File: config.mk
export PLATFORM = sky130hd
export DESIGN_NAME = qcore_wave_dispatch
export DESIGN_NICKNAME = d
export VERILOG_FILES = /design/src/rtl/qcore_pkg.sv /design/src/rtl/qcore_sync_fifo.sv /design/src/rtl/qcore_wave_dispatch.sv
export SDC_FILE = /design/constraint.sdc
export NUM_CORES = 2
export LEC_CHECK = 0
export BUFFER_PORTS_ARGS = -buffer_cell sky130_fd_sc_hd__buf_2
export CAP_MARGIN = 10
export CELL_PAD_IN_SITES_DETAIL_PLACEMENT = 1
export CELL_PAD_IN_SITES_GLOBAL_PLACEMENT = 1
export CORE_MARGIN = 2
export CORE_UTILIZATION = 57
export DETAILED_ROUTE_END_ITERATION = 10
export GPL_ROUTABILITY_DRIVEN = 0
export GPL_TIMING_DRIVEN = 0
export PLACE_DENSITY = 0.82
export SYNTH_ARGS = -nofsm -noshare
export SYNTH_HDL_FRONTEND = slang
export SYNTH_HIERARCHICAL = 1
export SYNTH_SLANG_ARGS = --single-unit
export TNS_END_PERCENT = 10
File: constraint.sdc
create_clock -name clk_i -period 62.6 [get_ports clk_i]
set_input_delay 12.52 -clock clk_i [delete_from_list [all_inputs] [get_ports clk_i]]
set_output_delay 12.52 -clock clk_i [all_outputs]
set_load 0.05 [all_outputs]
File: src/rtl/qcore_pkg.sv
// Shared types and helpers for the wave-dispatch path.
// Contents: wave/time widths, the buffered entry payload, the output-side
// state encoding and the modular timestamp comparisons used at dispatch.
package qcore_pkg;

    localparam int unsigned WAVE_W = 168;
    localparam int unsigned TIME_W = 32;

    // One buffered wave-port instruction: register image plus release time.
    typedef struct packed {
        logic [WAVE_W-1:0] wave;
        logic [TIME_W-1:0] stamp;
    } wave_entry_t;

    // Output register occupancy.
    typedef enum logic {
        OUT_EMPTY = 1'b0,
        OUT_HOLD  = 1'b1
    } out_state_e;

    // Due when (now - stamp) is non-negative as a signed modular difference,
    // which stays correct across counter wrap for gaps below 2**(TIME_W-1).
    function automatic logic time_due(input logic [TIME_W-1:0] now,
                                      input logic [TIME_W-1:0] stamp);
        logic [TIME_W-1:0] diff;
        diff = now - stamp;
        return ~diff[TIME_W-1];
    endfunction

    // Late when the modular difference is strictly positive.
    function automatic logic time_late(input logic [TIME_W-1:0] now,
                                       input logic [TIME_W-1:0] stamp);
        logic [TIME_W-1:0] diff;
        diff = now - stamp;
        return ~diff[TIME_W-1] && (diff != '0);
    endfunction

endpackage

File: src/rtl/qcore_sync_fifo.sv
// Synchronous FIFO with registered full/empty/count and synchronous clear.
// Ports:
//   clk, rst (sync, active high), clear (sync flush)
//   push/wdata   write at tail (caller guarantees not full unless popping)
//   pop/rdata    head word is visible combinationally on rdata
//   full, empty, count  registered status, updated the cycle after push/pop
module qcore_sync_fifo #(
    parameter int unsigned W  = 8,
    parameter int unsigned AW = 3
) (
    input  logic          clk,
    input  logic          rst,
    input  logic          clear,
    input  logic          push,
    input  logic [W-1:0]  wdata,
    input  logic          pop,
    output logic [W-1:0]  rdata,
    output logic          full,
    output logic          empty,
    output logic [AW:0]   count
);

    localparam int unsigned DEPTH = 1 << AW;

    logic [W-1:0]  mem [DEPTH];
    logic [AW-1:0] wr_ptr;
    logic [AW-1:0] rd_ptr;
    logic [AW:0]   count_d;

    assign rdata = mem[rd_ptr];

    // Storage; a write coinciding with reset or clear is discarded.
    always_ff @(posedge clk) begin
        if (push && !rst && !clear) begin
            mem[wr_ptr] <= wdata;
        end
    end

    // Occupancy after this cycle's push/pop.
    always_comb begin
        count_d = count;
        unique case ({push, pop})
            2'b10:   count_d = count + (AW+1)'(1);
            2'b01:   count_d = count - (AW+1)'(1);
            default: count_d = count;
        endcase
    end

    // Pointers and registered status.
    always_ff @(posedge clk) begin
        if (rst || clear) begin
            wr_ptr <= '0;
            rd_ptr <= '0;
            count  <= '0;
            full   <= 1'b0;
            empty  <= 1'b1;
        end else begin
            if (push) begin
                wr_ptr <= wr_ptr + AW'(1);
            end
            if (pop) begin
                rd_ptr <= rd_ptr + AW'(1);
            end
            count <= count_d;
            full  <= (count_d == (AW+1)'(DEPTH));
            empty <= (count_d == '0);
        end
    end

endmodule

File: src/rtl/qcore_wave_dispatch.sv
// Timed wave-output queue: buffers {wave image, out time} on each wave-port
// instruction and releases entries to the signal-generator stream once the
// reference time reaches their timestamp.
// Optional feature macro: QCORE_WAVE_LATE_CNT_EN (saturating late counter on
// late_cnt_o; when undefined late_cnt_o is tied to zero).
// Ports:
//   clk_i, rst_i (sync, active high), halt_i (blocks pushes), clear_i (flush)
//   push_i, wreg_dt_i, out_time_i   entry capture
//   time_now_i                      reference time
//   full_o, fifo_cnt_o              registered FIFO status
//   m_valid_o, m_ready_i, m_data_o, m_time_o   output stream
//   overflow_o, late_o, late_cnt_o  sticky error reporting
module qcore_wave_dispatch
    import qcore_pkg::*;
#(
    parameter int unsigned FIFO_AW = 3,
    parameter int unsigned LATE_CW = 16
) (
    input  logic                clk_i,
    input  logic                rst_i,
    input  logic                halt_i,
    input  logic                clear_i,
    input  logic                push_i,
    input  logic [WAVE_W-1:0]   wreg_dt_i,
    input  logic [TIME_W-1:0]   out_time_i,
    input  logic [TIME_W-1:0]   time_now_i,
    output logic                full_o,
    output logic [FIFO_AW:0]    fifo_cnt_o,
    output logic                m_valid_o,
    input  logic                m_ready_i,
    output logic [WAVE_W-1:0]   m_data_o,
    output logic [TIME_W-1:0]   m_time_o,
    output logic                overflow_o,
    output logic                late_o,
    output logic [LATE_CW-1:0]  late_cnt_o
);

    wave_entry_t push_entry;
    wave_entry_t head_entry;
    logic        fifo_empty;
    logic        head_ready;
    logic        head_late;
    logic        pop;
    logic        push_ok;
    logic        push_drop;
    out_state_e  state_q;
    out_state_e  state_d;

    assign push_entry = '{wave: wreg_dt_i, stamp: out_time_i};

    // Head is eligible once stored (never in its own push cycle) and due.
    assign head_ready = ~fifo_empty & time_due(time_now_i, head_entry.stamp);
    assign head_late  = time_late(time_now_i, head_entry.stamp);

    // A full FIFO still accepts when the head leaves in the same cycle.
    assign push_ok   = push_i & ~halt_i & ~clear_i & (~full_o | pop);
    assign push_drop = push_i & ~halt_i & full_o & ~pop;

    qcore_sync_fifo #(
        .W  ($bits(wave_entry_t)),
        .AW (FIFO_AW)
    ) u_fifo (
        .clk   (clk_i),
        .rst   (rst_i),
        .clear (clear_i),
        .push  (push_ok),
        .wdata (push_entry),
        .pop   (pop),
        .rdata (head_entry),
        .full  (full_o),
        .empty (fifo_empty),
        .count (fifo_cnt_o)
    );

    // Output-side state register.
    always_ff @(posedge clk_i) begin
        if (rst_i || clear_i) begin
            state_q <= OUT_EMPTY;
        end else begin
            state_q <= state_d;
        end
    end

    // Pop decision and output-side next state.
    always_comb begin
        state_d = state_q;
        pop     = 1'b0;
        unique case (state_q)
            OUT_EMPTY: begin
                pop = head_ready;
                if (pop) begin
                    state_d = OUT_HOLD;
                end
            end
            OUT_HOLD: begin
                pop = head_ready & m_ready_i;
                if (m_ready_i && !pop) begin
                    state_d = OUT_EMPTY;
                end
            end
            default: begin
                state_d = OUT_EMPTY;
            end
        endcase
    end

    assign m_valid_o = (state_q == OUT_HOLD);

    // Output register; only a pop replaces the presented word.
    always_ff @(posedge clk_i) begin
        if (rst_i || clear_i) begin
            m_data_o <= '0;
            m_time_o <= '0;
        end else if (pop) begin
            m_data_o <= head_entry.wave;
            m_time_o <= head_entry.stamp;
        end
    end

    // Sticky error flags.
    always_ff @(posedge clk_i) begin
        if (rst_i || clear_i) begin
            overflow_o <= 1'b0;
            late_o     <= 1'b0;
        end else begin
            if (push_drop) begin
                overflow_o <= 1'b1;
            end
            if (pop && head_late) begin
                late_o <= 1'b1;
            end
        end
    end

`ifdef QCORE_WAVE_LATE_CNT_EN
    logic [LATE_CW-1:0] late_cnt_q;

    // Saturating count of late releases.
    always_ff @(posedge clk_i) begin
        if (rst_i || clear_i) begin
            late_cnt_q <= '0;
        end else if (pop && head_late && (late_cnt_q != '1)) begin
            late_cnt_q <= late_cnt_q + LATE_CW'(1);
        end
    end

    assign late_cnt_o = late_cnt_q;
`else
    assign late_cnt_o = '0;
`endif

endmodule

[After elaboration in Yosys (flattened, before gate mapping)]
Memories as Yosys holds them, arrays and structs flattened. A register that Yosys moved wholly into a read port is not among the register bits.
Index checks and enable logic that the tools add are counted.
Word-level totals
  flip-flop bits (word level): 215
  memory bits (writable): 1600
  input bits: 238
  memories kept: 1
Operators by class
  $add $sub $neg: 5
  mux-type cells: 9
  equal/unequal tests: 3
  bitwise logic cells: 15
  reduce and logical (&&, ||, !) cells: 11
Memory list
  u_fifo.mem: depth 8, bits a word 200, read ports 1, clocked after Yosys merged registers in 1, wr ports 1, RTL line qcore_sync_fifo.sv:25  | logic [W-1:0] mem [DEPTH];
Operators with widths (count)
  $reduce_bool A32 Y1: 1
  $sub A32 B32 Y32: 1
  $pmux W4 S2: 1
  $and A1 B1 Y1: 7
  $not A1 Y1: 7
  $add A3 B1 Y3 const B: 2
  $mux W3: 2
  $logic_and A1 B1 Y1: 5
  $add A4 B1 Y4 const B: 1
  $eq A4 B4 Y1 const B: 1
  $logic_not A4 Y1: 1
  $mux W1: 4
  $pmux W1 S2: 2
  $sub A4 B1 Y4 const B: 1
  $logic_not A1 Y1: 3
  $eq A2 B1 Y1 const B: 1
  $eq A2 B2 Y1 const B: 1
  $logic_or A1 B1 Y1: 1
  $or A1 B1 Y1: 1

[Longest topological paths before layout]
  depth in word-level cells: 11
  gate-level depth with buffers: 25

[Hierarchy]
Netlist, hierarchy kept.
By module, submodules not included
  qcore_sync_fifo: cells each 2395, times used 1, area each 62491.2 um^2
  qcore_wave_dispatch: cells each 1040, times used 1, area each 9710.6 um^2

[Least setup slack after synthesis]
Ideal clock, no wire load.
  path kind: input port to flip-flop
  start point: input time_now_i[14]
  end point: memory u_fifo/mem[0][0] (netlist bit) (enable)
  setup time: 1.006 ns
  path slack: 32.665 ns
  cell stages on the path: 14
  required time: 61.594 ns
  data arrival time: 28.930 ns
  cell sequence: ha_1 -> buf_2 -> a21oi_1 -> o21a_1 -> o211ai_1 -> o211ai_1 -> a21o_1 -> nand2_1 -> nor3_4 -> nor2b_1 -> nor4b_1 -> inv_1 -> or3_1 -> nor3_1
On the way
  cells in the longest elaborated chain, start to end: 11
RTL lines
  start, declared: RTL line qcore_wave_dispatch.sv:26  | input logic [TIME_W-1:0] time_now_i,
  $sub A32 B32 Y32 (*): RTL line qcore_pkg.sv:26  | diff = now - stamp;
  $not A1 Y1 (*): RTL line qcore_pkg.sv:27  | return ~diff[TIME_W-1];
  $and A1 B1 Y1 (*): RTL line qcore_wave_dispatch.sv:52  | assign head_ready = ~fifo_empty & time_due(time_now_i, head_entry.stamp);
  $and A1 B1 Y1: RTL line qcore_wave_dispatch.sv:96  | pop = head_ready & m_ready_i;
  $pmux W1 S2 (*): RTL line qcore_wave_dispatch.sv:88  | unique case (state_q)
  $or A1 B1 Y1 (*): RTL line qcore_wave_dispatch.sv:56  | assign push_ok = push_i & ~halt_i & ~clear_i & (~full_o | pop);
  $and A1 B1 Y1 (*): RTL line qcore_wave_dispatch.sv:56
  net push_ok: RTL line qcore_wave_dispatch.sv:44  | logic push_ok;
  $logic_and A1 B1 Y1 (*) (2 in a row): RTL line qcore_sync_fifo.sv:34  | if (push && !rst && !clear) begin
  $mux W1 (*): RTL line qcore_sync_fifo.sv:34
  $mux W1 (not written as such) (*): RTL line qcore_sync_fifo.sv:35  | mem[wr_ptr] <= wdata;
  end, declared: RTL line qcore_sync_fifo.sv:25
Mark *: on every way through the listed nets, which the timed path passes. The rest lies on a longest branch.

[Worst setup path after layout]
  start point: input time_now_i[17]
  end point: memory u_fifo/mem[0][101] (netlist bit) (enable)
The elaborated chain is that of the path after synthesis.

==> results.cfg <==
[sta]
max_slew.worst_pin.slew_ns = 0.982
tns_ns = 0
setup_violations = 0
maxSlewHeadroom_pct = 34.4
clock_skew_ns = 0.0320
maxSlewViolCount = 0
hold_slack_ns = 0.490
fmax_mhz = 55.8
finalHoldViolCount = 0
rsz0062_at_grt = no
post-route-period-util_pct = 28.6
min_period_ns = 17.93

[clock_network]
root_buffer = clkbuf_16
clk_latency_ns = 0.82
cts_made_buffers = 178
post_cts_buffers = 0
clock-sinks = 1818
clockBufferDepth = 3
hold_buffers = 0
clk_pin_slew_ns = 0.06
cts_tree = yes
cts-resized-gates = 0
htree_levels = 4

[floorplanning]
start_util_pct = 57.4
die_y_microns = 360
core-area_sq_um = 126000
pin_count = 462
fp.dieW_microns = 360
fp-row-count = 130
die_area_sq_um = 130000

[drt]
drc = 0
wl_per_cell_microns = 33.1
wirelength_microns = 200000
num_vias = 38100
final_antenna_net_count = 0
vias_per_cell = 6.31
drtIter0Drc = 3768
dr.pass1.iters = 5

[setup_path]
worstSetupEndpointType = flop
crit_path_max_incr_delay_ns = 0.73
cp_top_family = simple AND/OR/NAND/NOR gates
critPathKind = in -> reg
worstPathRequired_ns = 63.11
critPathLaunchType = primary input
cp_num_buf_inv = 10
arrival_ns = 18.44
critPathMaxFanout = 10
cp_slowest_cell = nor3_2
path_cells = buf_2, ha_1, buf_2, and2_1, nand3_1, a21oi_1, o211ai_1, a31oi_1, nand2_1, nor3_4, nor2b_1, nor4b_1, buf_2, inv_1, or3_1, nor3_2, buf_6, buf_6, buf_6, buf_6, buf_6, buf_6
crit_top_cell = buf_6

[pwr]
p_switching_uw = 510
combPwrFrac_pct = 2.8
p_leak_uw = 0.0285
power.density_nw_per_um2 = 29.3
p_int_uw = 1960
seqPwrFrac_pct = 53.4
p_sw_share_pct = 20.6
worst_ir_drop_vdd_mv = 0.0302
power_frac_clock_pct = 43.8

[final_layout]
fill_cells = 10100
syn2layout_area_growth_pct = 17.0
layout.nets = 4468
drive_gt1_share_pct = 26.6

[yosys]
yosys.area.top_type = edfxtp_1
synth_edf_count = 1600
yosys_warnings = 6
syn-cell-area_sq_um = 72200
synthArstFlopShare_pct = 0
synth_top_area_share_pct = 66.5
synth_cells = 3435
ys_seq_area_share_pct = 72.6
synth_seq_cells = 1818
ys_types = 78
ys_top_cells_by_area = edfxtp_1, mux4_1, dfxtp_1
synth_ff_type = edfxtp_1
syn_area_per_cell_sq_um = 21.0

[grt]
gr-usage-all-layers_pct = 30.9
gr-total-overflow = 0
grt_pass1_vias = 40500
antenna_found_initial = 63
grt_first_pass_wirelength_microns = 287000
grt_max_degree = 25

[min_path]
hp-class = reg -> reg

[status]
status = finished clean

[placement]
hpwl_microns = 128000
io_buffers = 445

[run]
drv_cap = 0
[layer usage]
metal  vias up  GRT usage (%)  part of all wire, %
li1      15900              -                    -
met1     20000           39.9                   38
met2      1757           51.8                   50
met3       381           6.87                  7.7
met4        40           11.6                  3.5
met5         -              0                 0.11
[cell usage after synthesis (all sizes together), types with 5 or more instances]
cell    instances
inv            43
mux2          203
dfxtp         218
xor2           10
and2            5
nor3           16
o21a            7
o21ai          26
nor2          247
xnor2           6
a21o            8
ha             36
buf           114
nor4            5
mux2i         210
a21oi          47
nand3          12
edfxtp       1600
nor3b           5
or2             5
nor2b           6
nand2b          6
a31oi           5
clkbuf         74
o211ai          8
nand4           8
and3            8
nand2          39
mux4          400
[worst paths after layout]
kind / cells after the start / start / to / slack [ns]
max: 22 / time_now_i[17] / u_fifo/mem[0][101] / 44.67
min: 2 / m_data_o[4] / m_data_o[4] / 0.49
max reg2reg: 27 / flop / u_fifo/mem[0][101] / 54.30
min reg2reg: 2 / m_data_o[4] / m_data_o[4] / 0.49
[through the flow]
| step | setup slack [ns] | total power [uW] | std cells | cell area [sq um] | utilization, % |
|---|---|---|---|---|---|
| after floorplan | 32.66 | 1380 | 3450 | 72300 | - |
| after global placement | 15.46 | 1410 | 5545 | 76500 | 60.9 |
| after detailed placement | 44.06 | 1410 | 5663 | 78500 | 62.4 |
| after CTS | 44.83 | 2480 | 6000 | 84400 | 67.1 |
| after global routing | 44.44 | 2530 | 6022 | 84400 | 67.2 |
| final | 44.67 | 2470 | 6032 | 84500 | 67.2 |
[cells in the final DEF, fill, tap and decap left out, types with 10 or more instances in the layout]
master,n
edfxtp_1,1600
buf_2,462
mux4_1,400
nor2_1,241
dfxtp_1,218
mux2i_1,210
mux2_2,203
clkbuf_16,182
clkbuf_1,118
buf_6,61
buf_8,56
buf_12,56
a21oi_1,45
inv_1,42
nand2_1,39
ha_1,36
diode_2,32
clkinv_2,31
clkinv_1,25
clkbuf_8,22
o21ai_0,21
buf_4,20
conb_1,16
buf_1,15
bufinv_16,14
nor3_1,13
nand3_1,12
xor2_1,10
[registers in the layout (all words and copies together), names as in the netlist, named ones only]
name	flops
m_valid_o	1
overflow_o	1
u_fifo/count	4
u_fifo/full	1
u_fifo/wr_ptr	3
u_fifo/rd_ptr	3
u_fifo/empty	1
late_o	1
m_data_o	168
m_time_o	32
u_fifo/mem	1600
[layout make-up]
| type | count | area (sq um) | share of cell area (%) |
|---|---|---|---|
| clock inverter | 87 | 848 | 1.00 |
| sequential | 1818 | 52400 | 62.0 |
| antenna | 32 | 80.1 | 0.0948 |
| timing repair buffer | 563 | 4130 | 4.89 |
| multi-input combinational | 1401 | 18200 | 21.6 |
| clock buffer | 250 | 5030 | 5.95 |
| buffer | 188 | 1510 | 1.78 |
| tap | 1650 | 2060 | 2.44 |
| inverter | 43 | 161 | 0.191 |
[power by group through the flow]
stage	Clock [uW]	Combinational [uW]	Sequential, uW
final	1080	68.2	1320
after global routing	1140	73.4	1320
after CTS	1100	67.6	1320
after detailed placement	0	66.6	1350
after global placement	0	61.5	1350
after floorplan	0	30.9	1350
[logic make-up after synthesis]
group | after synthesis | synth area share [%]
buffers and inverters | 231 | 2.31
multiplexers | 813 | 20.6
AND/OR/NAND/NOR | 376 | 2.29
AO/OA/AOI/OAI | 143 | 1.33
adder cells (fa/ha/maj) | 37 | 0.652
flip-flops | 1818 | 72.6
other | 1 | 0.00519
XOR/XNOR | 16 | 0.194
[worst register-to-register path, delay by kind of cell (launching register included)]
kind / cells / cell delay, ns
multiplexers: 2 / 0.70
flip-flops: 1 / 0.30
AND/OR/NAND/NOR: 6 / 2.52
adder cells (fa/ha/maj): 1 / 0.22
buffers and inverters: 13 / 3.06
AO/OA/AOI/OAI: 5 / 1.22
(Power assumes the default switching activity.)
